File: config.mk
export PLATFORM = sky130hd
export DESIGN_NAME = ls_access_ctrl
export DESIGN_NICKNAME = d
export VERILOG_FILES = /design/src/rtl/ls_access_ctrl.sv
export SDC_FILE = /design/constraint.sdc
export NUM_CORES = 1
export LEC_CHECK = 0
export ABC_CLOCK_PERIOD_IN_PS = 2250
export BUFFER_PORTS_ARGS = -buffer_cell sky130_fd_sc_hd__buf_4
export CAP_MARGIN = 25
export CORE_MARGIN = 3
export CORE_UTILIZATION = 53
export DETAILED_ROUTE_END_ITERATION = 6
export GPL_TIMING_DRIVEN = 1
export HOLD_SLACK_MARGIN = 0.12
export PLACE_DENSITY = 0.79
export SYNTH_ARGS = -nofsm -noshare
export SYNTH_HDL_FRONTEND = slang
export SYNTH_SLANG_ARGS = --single-unit
File: constraint.sdc
create_clock -name clk -period 2.25 [get_ports clk]
set_input_delay 0.1125 -clock clk [delete_from_list [all_inputs] [get_ports clk]]
set_output_delay 0.1125 -clock clk [all_outputs]
set_load 0.005 [all_outputs]
File: src/rtl/ls_access_ctrl.sv
// rtl/ls_access_ctrl.sv - load/store sequencer for the 8-bit data memory, little-endian byte splitting, store-once guard.
// Optional misalignment check: define LSU_MISALIGN_CHK_EN.
module ls_access_ctrl #(
  parameter int AW  = 8,
  parameter int PCW = 12
) (
  input  logic           clk,
  input  logic           reset,
  input  logic           req,
  input  logic           is_store,
  input  logic           is_half,
  input  logic [AW-1:0]  addr,
  input  logic [15:0]    wdata,
  input  logic [PCW-1:0] prog_ctr,
  output logic           ready,
  output logic           done,
  output logic [15:0]    rdata,
  output logic           dup,
  output logic           err,
  output logic [AW-1:0]  dm_addr,
  output logic           dm_wr_en,
  output logic [7:0]     dm_dat_in,
  input  logic [7:0]     dm_dat_out
);

  localparam logic [1:0] S_IDLE = 2'd0;
  localparam logic [1:0] S_ACC0 = 2'd1;
  localparam logic [1:0] S_ACC1 = 2'd2;
  localparam logic [1:0] S_FIN  = 2'd3;

  logic [1:0]     state;
  logic           store_q;
  logic           half_q;
  logic [AW-1:0]  addr_q;
  logic [15:0]    wdata_q;
  logic [PCW-1:0] last_pc;
  logic           last_pc_vld;
  logic           accept;
  logic           dup_hit;
  logic           misalign;

`ifdef LSU_MISALIGN_CHK_EN
  logic err_q;
  assign misalign = is_half && addr[0];
  assign err      = err_q;
`else
  assign misalign = 1'b0;
  assign err      = 1'b0;
`endif

  assign ready   = (state == S_IDLE);
  assign accept  = req && ready;
  assign dup_hit = is_store && last_pc_vld && (prog_ctr == last_pc);

  // Memory-side signals are registered one cycle ahead of the access state,
  // so dm_wr_en never depends combinationally on req.
  always_ff @(posedge clk or posedge reset) begin
    if (reset) begin
      state       <= S_IDLE;
      store_q     <= 1'b0;
      half_q      <= 1'b0;
      addr_q      <= '0;
      wdata_q     <= '0;
      last_pc     <= '0;
      last_pc_vld <= 1'b0;
      done        <= 1'b0;
      dup         <= 1'b0;
      rdata       <= '0;
      dm_addr     <= '0;
      dm_wr_en    <= 1'b0;
      dm_dat_in   <= '0;
`ifdef LSU_MISALIGN_CHK_EN
      err_q       <= 1'b0;
`endif
    end else begin
      case (state)
        S_IDLE: begin
          if (accept) begin
            store_q <= is_store;
            half_q  <= is_half;
            addr_q  <= addr;
            wdata_q <= wdata;
            if (is_store) begin
              last_pc     <= prog_ctr;
              last_pc_vld <= 1'b1;
            end
            if (dup_hit) begin
              state <= S_FIN;
              done  <= 1'b1;
              dup   <= 1'b1;
            end else if (misalign) begin
              state <= S_FIN;
              done  <= 1'b1;
`ifdef LSU_MISALIGN_CHK_EN
              err_q <= 1'b1;
`endif
            end else begin
              state    <= S_ACC0;
              dm_addr  <= addr;
              dm_wr_en <= is_store;
              if (is_store) dm_dat_in <= wdata[7:0];
            end
          end
        end
        S_ACC0: begin
          if (!store_q) begin
            if (half_q) rdata[7:0] <= dm_dat_out;
            else        rdata      <= {8'h00, dm_dat_out};
          end
          if (half_q) begin
            state    <= S_ACC1;
            dm_addr  <= addr_q + AW'(1);
            dm_wr_en <= store_q;
            if (store_q) dm_dat_in <= wdata_q[15:8];
          end else begin
            state    <= S_FIN;
            dm_wr_en <= 1'b0;
            done     <= 1'b1;
          end
        end
        S_ACC1: begin
          if (!store_q) rdata[15:8] <= dm_dat_out;
          state    <= S_FIN;
          dm_wr_en <= 1'b0;
          done     <= 1'b1;
        end
        default: begin
          state    <= S_IDLE;
          done     <= 1'b0;
          dup      <= 1'b0;
          dm_wr_en <= 1'b0;
`ifdef LSU_MISALIGN_CHK_EN
          err_q    <= 1'b0;
`endif
        end
      endcase
    end
  end

endmodule

==> metrics.yaml, run 1 <==
outcome: "completed"
core-area_um2: 5740
cts.clk_slew.worst_paths_ns: 0.07
grt_usage_pct: 21.4
setup_total_negative_slack_ns: 0
cp_max_fo: 8
min_period_over_period_pct: 89.0
die_height_um: 84.6
fmax_mhz: 499
detailroute.via_count: 2546
antennaDiodeCount: 0
area_fraction_in_compound_gates_after_synthesis_pct: 8.45
power.leakage_nw: 2.13
share_clk_of_total_power_pct: 17.3
postSynthNetCount: 329
reg2reg_depth: 7
crit_start: "state[0]"
clock-root-buffer: "clkbuf_8"
max_cap_violations: 0
met1_routing_resource_usage_after_global_routing_pct: 25.8
design_area_um2: 4640
via_count_of_the_first_global_routing_pass: 2627
register_area_um2: 1700
holdCritPathClass: "in -> reg"
vias_per_cell: 5.25
num-fill-cells: 344
r2r-start: "state[0]"
detail_route.drc_violations: 0
reg2reg_to: "dm_addr[3]"
synthTopCellsByArea: "dfrtp_1 (52%), mux2_2 (13%), xor2_1 (4.6%), mux2_1 (2.8%), nand2_1 (2.5%)"
synthFlopType: "dfrtp_1"
detailed_place.area_um2: 4000
numPortBuffers: 84
start_kind: "register"
setup_violations: 0
clkSinkCount: 68
register_area_share_after_synthesis_pct: 52.0
sequentialPowerShare_pct: 38.1
synth_mux_area_share_pct: 18.3
synth_xor_xnor_area_share_pct: 4.82
initial_core_util_pct: 56.9
drt_iter0_markers: 110
power-per-cell-area_nw_per_um2: 1270
mean_routed_wirelength_per_cell_um: 15.2
grtUsageMet3_pct: 4.22
grt_remaining_overflow: 0
std_cell_rows: 27
final_hold_viol_count: 0
largest_family_of_logic_cells_by_synthesized_area: "multiplexers"
finalNetCount: 464
yosys.area.top_type_share_pct: 52.0
min_from: "wdata[4]"
crit_end: "dm_addr[3]"
synth-seq-cells: 68
grt_setup_unrepaired: "false"
r2r_setup_slack_ns: 0.25
clk_latency_ns: 0.33
internal_power_w: 0.00385
tritoncts: "yes"
net-switching-power_w: 0.00204
synth_edf_count: 0
cts-htree-levels: 3
die-area_um2: 7150
synth_simple_gate_area_share_pct: 10.8
cp-end-kind: "register"
grt_use_met2_pct: 38.4
cp_data_required_time_ns: 2.46
worst_ir_drop_vdd_mv: 0.778
multiInputGateArea_um2: 1470
gr-max-usage-layer: "met2"
post-synth-top-area-cell: "dfrtp_1"
mappedNetlistArea_um2: 3270
grt_pass1_wl_mm: 12.2
final-max-slew-violation-count: 0
netlist_instances: 274
final_layout_size_suffix_gt1_share_pct: 37.3
pwr-share-comb_pct: 44.7
worst_clock_skew_ns: 0.00576
cts_max_path_buffers: 2
route.antenna.remaining_nets: 0
worst_ep_arrival_time_ns: 2.21
synth_adder_area_share_pct: 2.30
pin_count: 86
synth_warnings: 0
period_needed_ns: 2.00
syn_to_final_growth_pct: 41.9
switching_portion_of_total_power_pct: 34.6
yosysMostFrequentCell: "dfrtp_1"
synthDistinctLibCells: 38
path_class: "reg -> reg"
fp.dieW_um: 84.6
syn-mean-instance-area_um2: 11.9
gpl.final_weighted_congestion: 0.804
first_pass_iters: 4
dpl.hpwl_mm: 4.95
synth_top_cells_by_count: "dfrtp_1 (68), mux2_2 (38), nand2_1 (22)"
detail_route.wirelength_mm: 7.38
grt_start_max_net_pins: 69
initial_antenna_violation_count: 0
proportion_of_synthesized_flip_flops_having_asynchronous_set_or_reset_pct: 100
numCtsBuffers: 9
layout make-up:
type                            count  area share (%)
Sequential cell                    68            36.7
Tap cell                           72            1.94
Multi-Input combinational cell    185            31.6
Clock buffer                       14            3.72
Timing Repair Buffer              137            24.8
Clock inverter                      1           0.647
Inverter                            8           0.647
through the flow:
step / setup slack (ns) / power [W] / utilization [%] / instances / hold WS (ns)
after floorplan: 0.263 / 0.00385 / - / 274 / 0.249
after global placement: 0.372 / 0.00470 / 69.6 / 426 / 0.226
after detailed placement: 0.267 / 0.00484 / 69.6 / 426 / 0.227
after CTS: 0.262 / 0.00593 / 80.8 / 485 / 0.130
after global routing: 0.0908 / 0.00630 / 80.8 / 485 / 0.143
final: 0.248 / 0.00589 / 80.8 / 485 / 0.117
per-layer routing:
layer / wire, µm / vias up
li1: - / 1226
met1: 2890 / 1244
met2: 4030 / 68
met3: 370 / 8
met4: 83 / 0
met5: 0 / -
worst min-delay path by stage:
stage,end,cells after the start
2_1_floorplan,rdata[10],2
3_3_place_gp,rdata[1],3
3_5_place_dp,rdata[1],3
4_1_cts,dm_dat_in[6],3
5_1_grt,dm_dat_in[7],3
6_report,dm_dat_in[4],3
worst max-delay path: stages (launching register included):
cell	delay, ns
dfrtp_1	0.44
inv_1	0.11
ha_1	0.26
nor2b_1	0.09
nor3_1	0.34
nand4_4	0.16
nand2_4	0.16
mux2_1	0.34
what timing repair did:
| item | 4_1_cts | 5_1_grt |
|---|---|---|
| hold buffers | 44 | 0 |
| hold endpoints to repair | 121 | 0 |
| setup endpoints to repair | 0 | 0 |
| gates resized for setup | 0 | 0 |
| setup buffers | 0 | 0 |
cell families (layout without fill, tap and decap cells):
kind of cell | after synthesis | after routing
adders and majority gates | 6 | 6
xor gates and xnor gates | 18 | 18
AOI/OAI and AO/OA | 44 | 44
buffers and inverters | 21 | 160
other | 1 | 1
and+or+nand+nor | 62 | 62
DFF | 68 | 68
muxes | 54 | 54
power by group through the flow:
stage / Sequential [W] / Combinational, W / Clock, W
global placement: 0.00222 / 0.00248 / 0
global route: 0.00232 / 0.00289 / 0.00110
floorplan: 0.00219 / 0.00166 / 0
detailed placement: 0.00226 / 0.00258 / 0
CTS: 0.00224 / 0.00266 / 0.00103
finish: 0.00224 / 0.00263 / 0.00102
state kept, by name (all words and copies together), names as in the netlist:
name,flops
dup,1
dm_wr_en,1
store_q,1
dm_dat_in,8
done,1
rdata,16
last_pc,12
wdata_q,8
state,2
half_q,1
last_pc_vld,1
dm_addr,8
addr_q,8
cells in the final DEF (no fill, tap or decap), drive strengths merged:
cell type and instances:
buf 93, dfrtp 68, mux2 46, dlygate4sd3 44
nand2 24, xor2 17, nor2 15, a21oi 15
clkbuf 14, o21ai 12, a31oi 11, mux2i 8
inv 8, nand3 6, ha 6, nand2b 3
nor3 3, and3 2, nor4 2, nor2b 2
nor3b 2, nand4 2, and2 1, o211ai 1
o31ai 1, a221oi 1, o211a 1, a211oi 1
o22a 1, xnor2 1, conb 1, bufinv 1
Power figures use the tool's default switching activity.
==> run 2, diff against run 1 <==
==> config.mk (replaced) <==
export PLATFORM = sky130hd
export DESIGN_NAME = ls_access_ctrl
export DESIGN_NICKNAME = d
export VERILOG_FILES = /design/src/rtl/ls_access_ctrl.sv
export SDC_FILE = /design/constraint.sdc
export NUM_CORES = 1
export LEC_CHECK = 0
export ABC_CLOCK_PERIOD_IN_PS = 2250
export CAP_MARGIN = 25
export CORE_MARGIN = 3
export CORE_UTILIZATION = 60
export DETAILED_ROUTE_END_ITERATION = 6
export DONT_BUFFER_PORTS = 1
export GPL_TIMING_DRIVEN = 1
export HOLD_SLACK_MARGIN = 0.12
export PLACE_DENSITY = 0.75
export SETUP_SLACK_MARGIN = 0.1
export SLEW_MARGIN = 20
export SYNTH_ARGS = -nofsm -noshare
export SYNTH_HDL_FRONTEND = slang
export SYNTH_SLANG_ARGS = --single-unit
==> metrics.yaml, run 2 (synthesis gave the netlist of run 1 again) <==
largest_register_ffs: 16  # unchanged
final_layout_size_suffix_gt1_share_pct: 21.3  # was 37.3%
clk_latency_ns: 0.33  # about the same
die_height_um: 79.8  # was 84.6 µm
detail_route.drc_violations: 0  # unchanged
grt_pass1_wl_mm: 10.8  # was 12.2 mm
setup_violations: 0  # unchanged
cts.clk_slew.worst_paths_ns: 0.07  # about the same
min_from: "is_store"  # was wdata[4]
switching_portion_of_total_power_pct: 36.5  # was 34.6%
gpl.final_weighted_congestion: 0.784  # was 0.804
setup_total_negative_slack_ns: 0  # unchanged
pin_count: 86  # unchanged
finish.cell_count_without_fillers: 403  # was 485
numCtsBuffers: 9  # unchanged
die-area_um2: 6370  # was 7150 µm²
final_hold_viol_count: 0  # unchanged
reg2reg_to: "dm_addr[7]"  # was dm_addr[3]
min_path_cells: 2  # was 3
cts-htree-levels: 3  # unchanged
internal_power_w: 0.00336  # was 0.00385 W
finalNetCount: 383  # was 464
worst_clock_skew_ns: 0.00870  # was 0.00576 ns
initial_core_util_pct: 62.8  # was 56.9%
holdCritPathClass: "in -> reg"  # unchanged
pwr-share-comb_pct: 38.2  # was 44.7%
r2r_setup_slack_ns: 0.29  # was 0.25 ns
core-area_um2: 5200  # was 5740 µm²
worst_slew_margin_rel_pct: 56.7
min_period_over_period_pct: 86.9  # was 89.0%
cts_max_path_buffers: 2  # unchanged
grt_remaining_overflow: 0  # unchanged
cts_hold_buffers: 47  # was 44
antennaDiodeCount: 0  # unchanged
tritoncts: "yes"  # unchanged
via_count_of_the_first_global_routing_pass: 2277  # was 2627
clkSinkCount: 68  # unchanged
cp_cell_sequence: "inv_1 > ha_1 > nor2b_1 > nor3_1 > nand4_4 > nand2_4 > mux2_1"  # unchanged
detailroute.via_count: 2231  # was 2546
top_register: "rdata"  # unchanged
mean_routed_wirelength_per_cell_um: 16.1  # was 15.2 µm
worst_ep_arrival_time_ns: 2.16  # was 2.21 ns
cp-end-kind: "register"  # unchanged
share_clk_of_total_power_pct: 18.1  # was 17.3%
r2r-start: "state[1]"  # was state[0]
vias_per_cell: 5.54  # was 5.25
dpl.hpwl_mm: 4.21  # was 4.95 mm
net-switching-power_w: 0.00193  # was 0.00204 W
cp_max_fo: 8  # unchanged
clock-root-buffer: "clkbuf_8"  # unchanged
outcome: "completed"  # unchanged
std_cell_rows: 26  # was 27
period_needed_ns: 1.96  # was 2.00 ns
syn_to_final_growth_pct: 22.9  # was 41.9%
fp.dieW_um: 79.8  # was 84.6 µm
drt_iter0_markers: 96  # was 110
path_class: "reg -> reg"  # unchanged
power.leakage_nw: 1.72  # was 2.13 nW
fmax_mhz: 511  # was 499 MHz
design_area_um2: 4020  # was 4640 µm²
cts_repair_resizes: 0  # unchanged
detailed_place.area_um2: 3360  # was 4000 µm²
grt_usage_pct: 22.4  # was 21.4%
timing_worst_slew_pin_value_ns: 0.648
detail_route.wirelength_mm: 6.50  # was 7.38 mm
reg2reg_depth: 7  # unchanged
slowest_delay_ns: 0.42  # was 0.44 ns
final-max-slew-violation-count: 0  # unchanged
numPortBuffers: 0  # was 84
worst_ir_drop_vdd_mv: 0.692  # was 0.778 mV
max_cap_violations: 0  # unchanged
worstHoldEndpoint: "last_pc_vld"  # was dm_dat_in[4]
sequentialPowerShare_pct: 43.7  # was 38.1%
cells_after_dpl: 340  # was 426
first_pass_iters: 4  # unchanged
most-common-layout-cells: "dfrtp_1 (68), dlygate4sd3_1 (47), mux2_2 (38)"  # was buf_4 (92), dfrtp_1 (68), dlygate4sd3_1 (44)
start_kind: "register"  # unchanged
most_common_cell_after_layout_fill_and_taps_aside: "dfrtp_1"  # was buf_4
final.hold.worst_slack_ns: 0.143  # was 0.117 ns
grt_start_max_net_pins: 40  # was 69
power-per-cell-area_nw_per_um2: 1320  # was 1270 nW/µm²
layout_top_registers: "rdata: 16 flops, last_pc: 12 flops"  # unchanged
route.antenna.remaining_nets: 0  # unchanged
cp_data_required_time_ns: 2.46  # about the same
grt_setup_unrepaired: "false"  # unchanged
post_cts.repair.setup_buffers: 0  # unchanged
initial_antenna_violation_count: 0  # unchanged
critical-path-slowest-cell: "dfrtp_1"  # unchanged
==> run 2: through the flow <==
step                      worst slack [ns]  total power, W  utilization, %
after global routing                 0.157         0.00568            77.2
after CTS                            0.271         0.00531            77.2
after global placement               0.346         0.00420            64.6
final                                0.294         0.00529            77.2
after floorplan                      0.263         0.00385               -
after detailed placement             0.304         0.00428            64.6
==> run 2: metal layers <==
layer	vias to the layer above	GRT usage [%]	part of all wire, %
li1	1067	-	-
met2	73	34.9	48
met5	-	0	0
met4	0	10.5	2.2
met3	12	6.09	6.7
met1	1079	29.0	43
==> run 2: worst max-delay path, delay by kind of cell (launching register included) <==
family        cells  cell delay [ns]
mux               1             0.35
flops             1             0.42
fa+ha+maj         1             0.21
buf+inv           1             0.08
simple gates      4             0.78
==> run 2: layout make-up <==
cell class                      count  area, µm²
Timing Repair Buffer               56        551
Sequential cell                    68       1700
Clock inverter                      5       52.6
Tap cell                           70       87.6
Inverter                            8       30.0
Clock buffer                       11        131
Multi-Input combinational cell    185       1470
Fill cell                         338       1190
==> run 2: how the worst max path moves through the flow <==
stage                   from         end
global placement    state[0]  last_pc[0]
global route        state[1]  dm_addr[5]
floorplan           state[0]  dm_addr[0]
CTS                 state[1]  dm_addr[7]
detailed placement  state[1]  dm_addr[7]
finish              state[1]  dm_addr[7]
==> run 2: power groups by stage <==
stage / combinational (W) / clock [W] / sequential, W
after floorplan: 0.00166 / 0 / 0.00219
after global placement: 0.00190 / 0 / 0.00230
after detailed placement: 0.00195 / 0 / 0.00233
after CTS: 0.00203 / 0.000976 / 0.00231
after global routing: 0.00226 / 0.00103 / 0.00239
final: 0.00202 / 0.000956 / 0.00231
==> run 3, diff against run 2 <==
--- a/config.mk
+++ b/config.mk
@@ -5,7 +5,7 @@
 export SDC_FILE = /design/constraint.sdc
 export NUM_CORES = 1
 export LEC_CHECK = 0
-export ABC_CLOCK_PERIOD_IN_PS = 2250
+export ABC_CLOCK_PERIOD_IN_PS = 2400
 export CAP_MARGIN = 25
 export CORE_MARGIN = 3
 export CORE_UTILIZATION = 60
==> constraint.sdc (replaced) <==
create_clock -name clk -period 2.4 [get_ports clk]
set_input_delay 0.12 -clock clk [delete_from_list [all_inputs] [get_ports clk]]
set_output_delay 0.12 -clock clk [all_outputs]
set_load 0.005 [all_outputs]
==> metrics.yaml, run 3 (synthesis gave the netlist of run 1 again) <==
outcome: "completed"  # unchanged
grt_remaining_overflow: 0  # unchanged
tritoncts: "yes"  # unchanged
timing_worst_slew_pin_value_ns: 0.581  # was 0.648 ns
most_common_cell_after_layout_fill_and_taps_aside: "dfrtp_1"  # unchanged
layout_top_registers: "rdata: 16 flops, last_pc: 12 flops"  # unchanged
final_layout_size_suffix_gt1_share_pct: 21.4  # was 21.3%
dpl.hpwl_mm: 4.42  # was 4.21 mm
worst_slew_margin_rel_pct: 61.2  # was 56.7%
antennaDiodeCount: 0  # unchanged
detailroute.via_count: 2248  # was 2231
critical-path-slowest-cell: "dfrtp_1"  # unchanged
grt_start_max_net_pins: 28  # was 40
start_kind: "register"  # unchanged
std_cell_rows: 26  # unchanged
min_period_over_period_pct: 86.9  # about the same
core-area_um2: 5200  # unchanged
gpl.final_weighted_congestion: 0.876  # was 0.784
cts-htree-levels: 3  # unchanged
syn_to_final_growth_pct: 22.3  # was 22.9%
pin_count: 86  # unchanged
power.leakage_nw: 1.71  # was 1.72 nW
worst_clock_skew_ns: 0.00635  # was 0.00870 ns
cp-end-kind: "register"  # unchanged
period_needed_ns: 2.09  # was 1.96 ns
fp.dieW_um: 79.8  # unchanged
clkSinkCount: 68  # unchanged
path_class: "reg -> reg"  # unchanged
numCtsBuffers: 9  # unchanged
finalNetCount: 382  # was 383
cp_data_required_time_ns: 2.61  # was 2.46 ns
cts.clk_slew.worst_paths_ns: 0.07  # about the same
detail_route.drc_violations: 0  # unchanged
die_height_um: 79.8  # unchanged
detail_route.wirelength_mm: 6.85  # was 6.50 mm
setup_violations: 0  # unchanged
fmax_mhz: 480  # was 511 MHz
slowest_delay_ns: 0.43  # was 0.42 ns
initial_antenna_violation_count: 0  # unchanged
vias_per_cell: 5.59  # was 5.54
holdCritPathClass: "in -> reg"  # unchanged
largest_register_ffs: 16  # unchanged
worst_ir_drop_vdd_mv: 0.706  # was 0.692 mV
most-common-layout-cells: "dfrtp_1 (68), dlygate4sd3_1 (47), mux2_2 (38)"  # unchanged
setup_total_negative_slack_ns: 0  # unchanged
finalCoreUtilization_pct: 76.9  # was 77.2%
final_hold_viol_count: 0  # unchanged
mean_routed_wirelength_per_cell_um: 17.0  # was 16.1 µm
cp_cell_sequence: "inv_1 > ha_2 > nor2b_1 > nor3_1 > nand4_4 > nand2_4 > mux2_1"  # was inv_1 > ha_1 > nor2b_1 > nor3_1 > nand4_4 > nand2_4 > mux2_1
final-max-slew-violation-count: 0  # unchanged
numPortBuffers: 0  # unchanged
power-per-cell-area_nw_per_um2: 1240  # was 1320 nW/µm²
cts_max_path_buffers: 2  # unchanged
drt_iter0_markers: 72  # was 96
via_count_of_the_first_global_routing_pass: 2384  # was 2277
grt_usage_pct: 23.2  # was 22.4%
clock-root-buffer: "clkbuf_8"  # unchanged
grt_pass1_wl_mm: 11.1  # was 10.8 mm
route.antenna.remaining_nets: 0  # unchanged
clk_latency_ns: 0.33  # about the same
worst_ep_arrival_time_ns: 2.30  # was 2.16 ns
max_cap_violations: 0  # unchanged
initial_core_util_pct: 62.8  # unchanged
cp_max_fo: 10  # was 8
top_register: "rdata"  # unchanged
die-area_um2: 6370  # unchanged
num-fill-cells: 342  # was 338
first_pass_iters: 4  # unchanged
grt_setup_unrepaired: "false"  # unchanged
[run 3: cell types whose count changed in the layout (fill, tap and decap cells not counted)]
cell | before | now
ha_2 | 0 | 1
buf_12 | 1 | 0
ha_1 | 6 | 5
[run 3: area by class of cell]
cell class | instances | area [µm²] | area share, %
sequential | 68 | 1700 | 42.5
multi-input combinational | 185 | 1470 | 36.7
timing repair buffer | 55 | 531 | 13.3
clock buffer | 11 | 131 | 3.28
tap | 70 | 87.6 | 2.19
clock inverter | 5 | 52.6 | 1.31
inverter | 8 | 30.0 | 0.750
[run 3: worst max-delay path, delay by kind of cell (launching register included)]
kind                       cells  cell delay, ns
and+or+nand+nor                4            0.76
buffers and inverters          1            0.10
muxes                          1            0.34
DFF                            1            0.43
adders and majority gates      1            0.33
[run 3: stage by stage]
stage          total power (W)  hold slack [ns]  area (µm²)  worst slack [ns]  cells
6_report               0.00496            0.145        4000             0.315    402
5_1_grt                0.00531            0.126        4000             0.226    402
4_1_cts                0.00497            0.124        4000             0.187    402
3_5_place_dp           0.00401           0.0986        3340             0.200    339
3_3_place_gp           0.00391           0.0981        3340             0.316    339
2_1_floorplan          0.00361            0.256        3270             0.413    274
[run 3: final timing paths]
path / start / end / slack (ns) / depth (start not counted)
worst max-delay path: state[0] / dm_addr[0] / 0.31 / 7
worst min-delay path: req / state[1] / 0.15 / 3
worst max register to register: state[0] / dm_addr[0] / 0.31 / 7
worst min register to register: last_pc_vld / last_pc_vld / 0.47 / 1
max in group asynchronous: reset / last_pc[4] / 1.38 / 3
min in group asynchronous: reset / addr_q[3] / 0.31 / 2
[run 3: power breakdown]
group,switching [W],leakage [nW],total (W),internal [W]
clock,0.000413,0.0931,0.000888,0.000475
sequential,0.000458,0.809,0.00218,0.00172
combinational,0.000953,0.808,0.00190,0.000945
[run 3: layer usage]
layer,vias to the layer above,track usage (%),part of all wire [%]
met4,0,10.3,1.8
met3,14,5.98,6.3
met5,-,0,0
met1,1090,26.9,40
met2,79,40.3,52
li1,1065,-,-
[run 3: timing repair]
| action | in CTS | in global routing |
|---|---|---|
| endpoints found under the hold margin | 91 | 0 |
| endpoints found under the setup margin | 0 | 8 |
| buffers inserted | 0 | 0 |
| gates resized for setup | 0 | 1 |
| hold buffers | 47 | 0 |
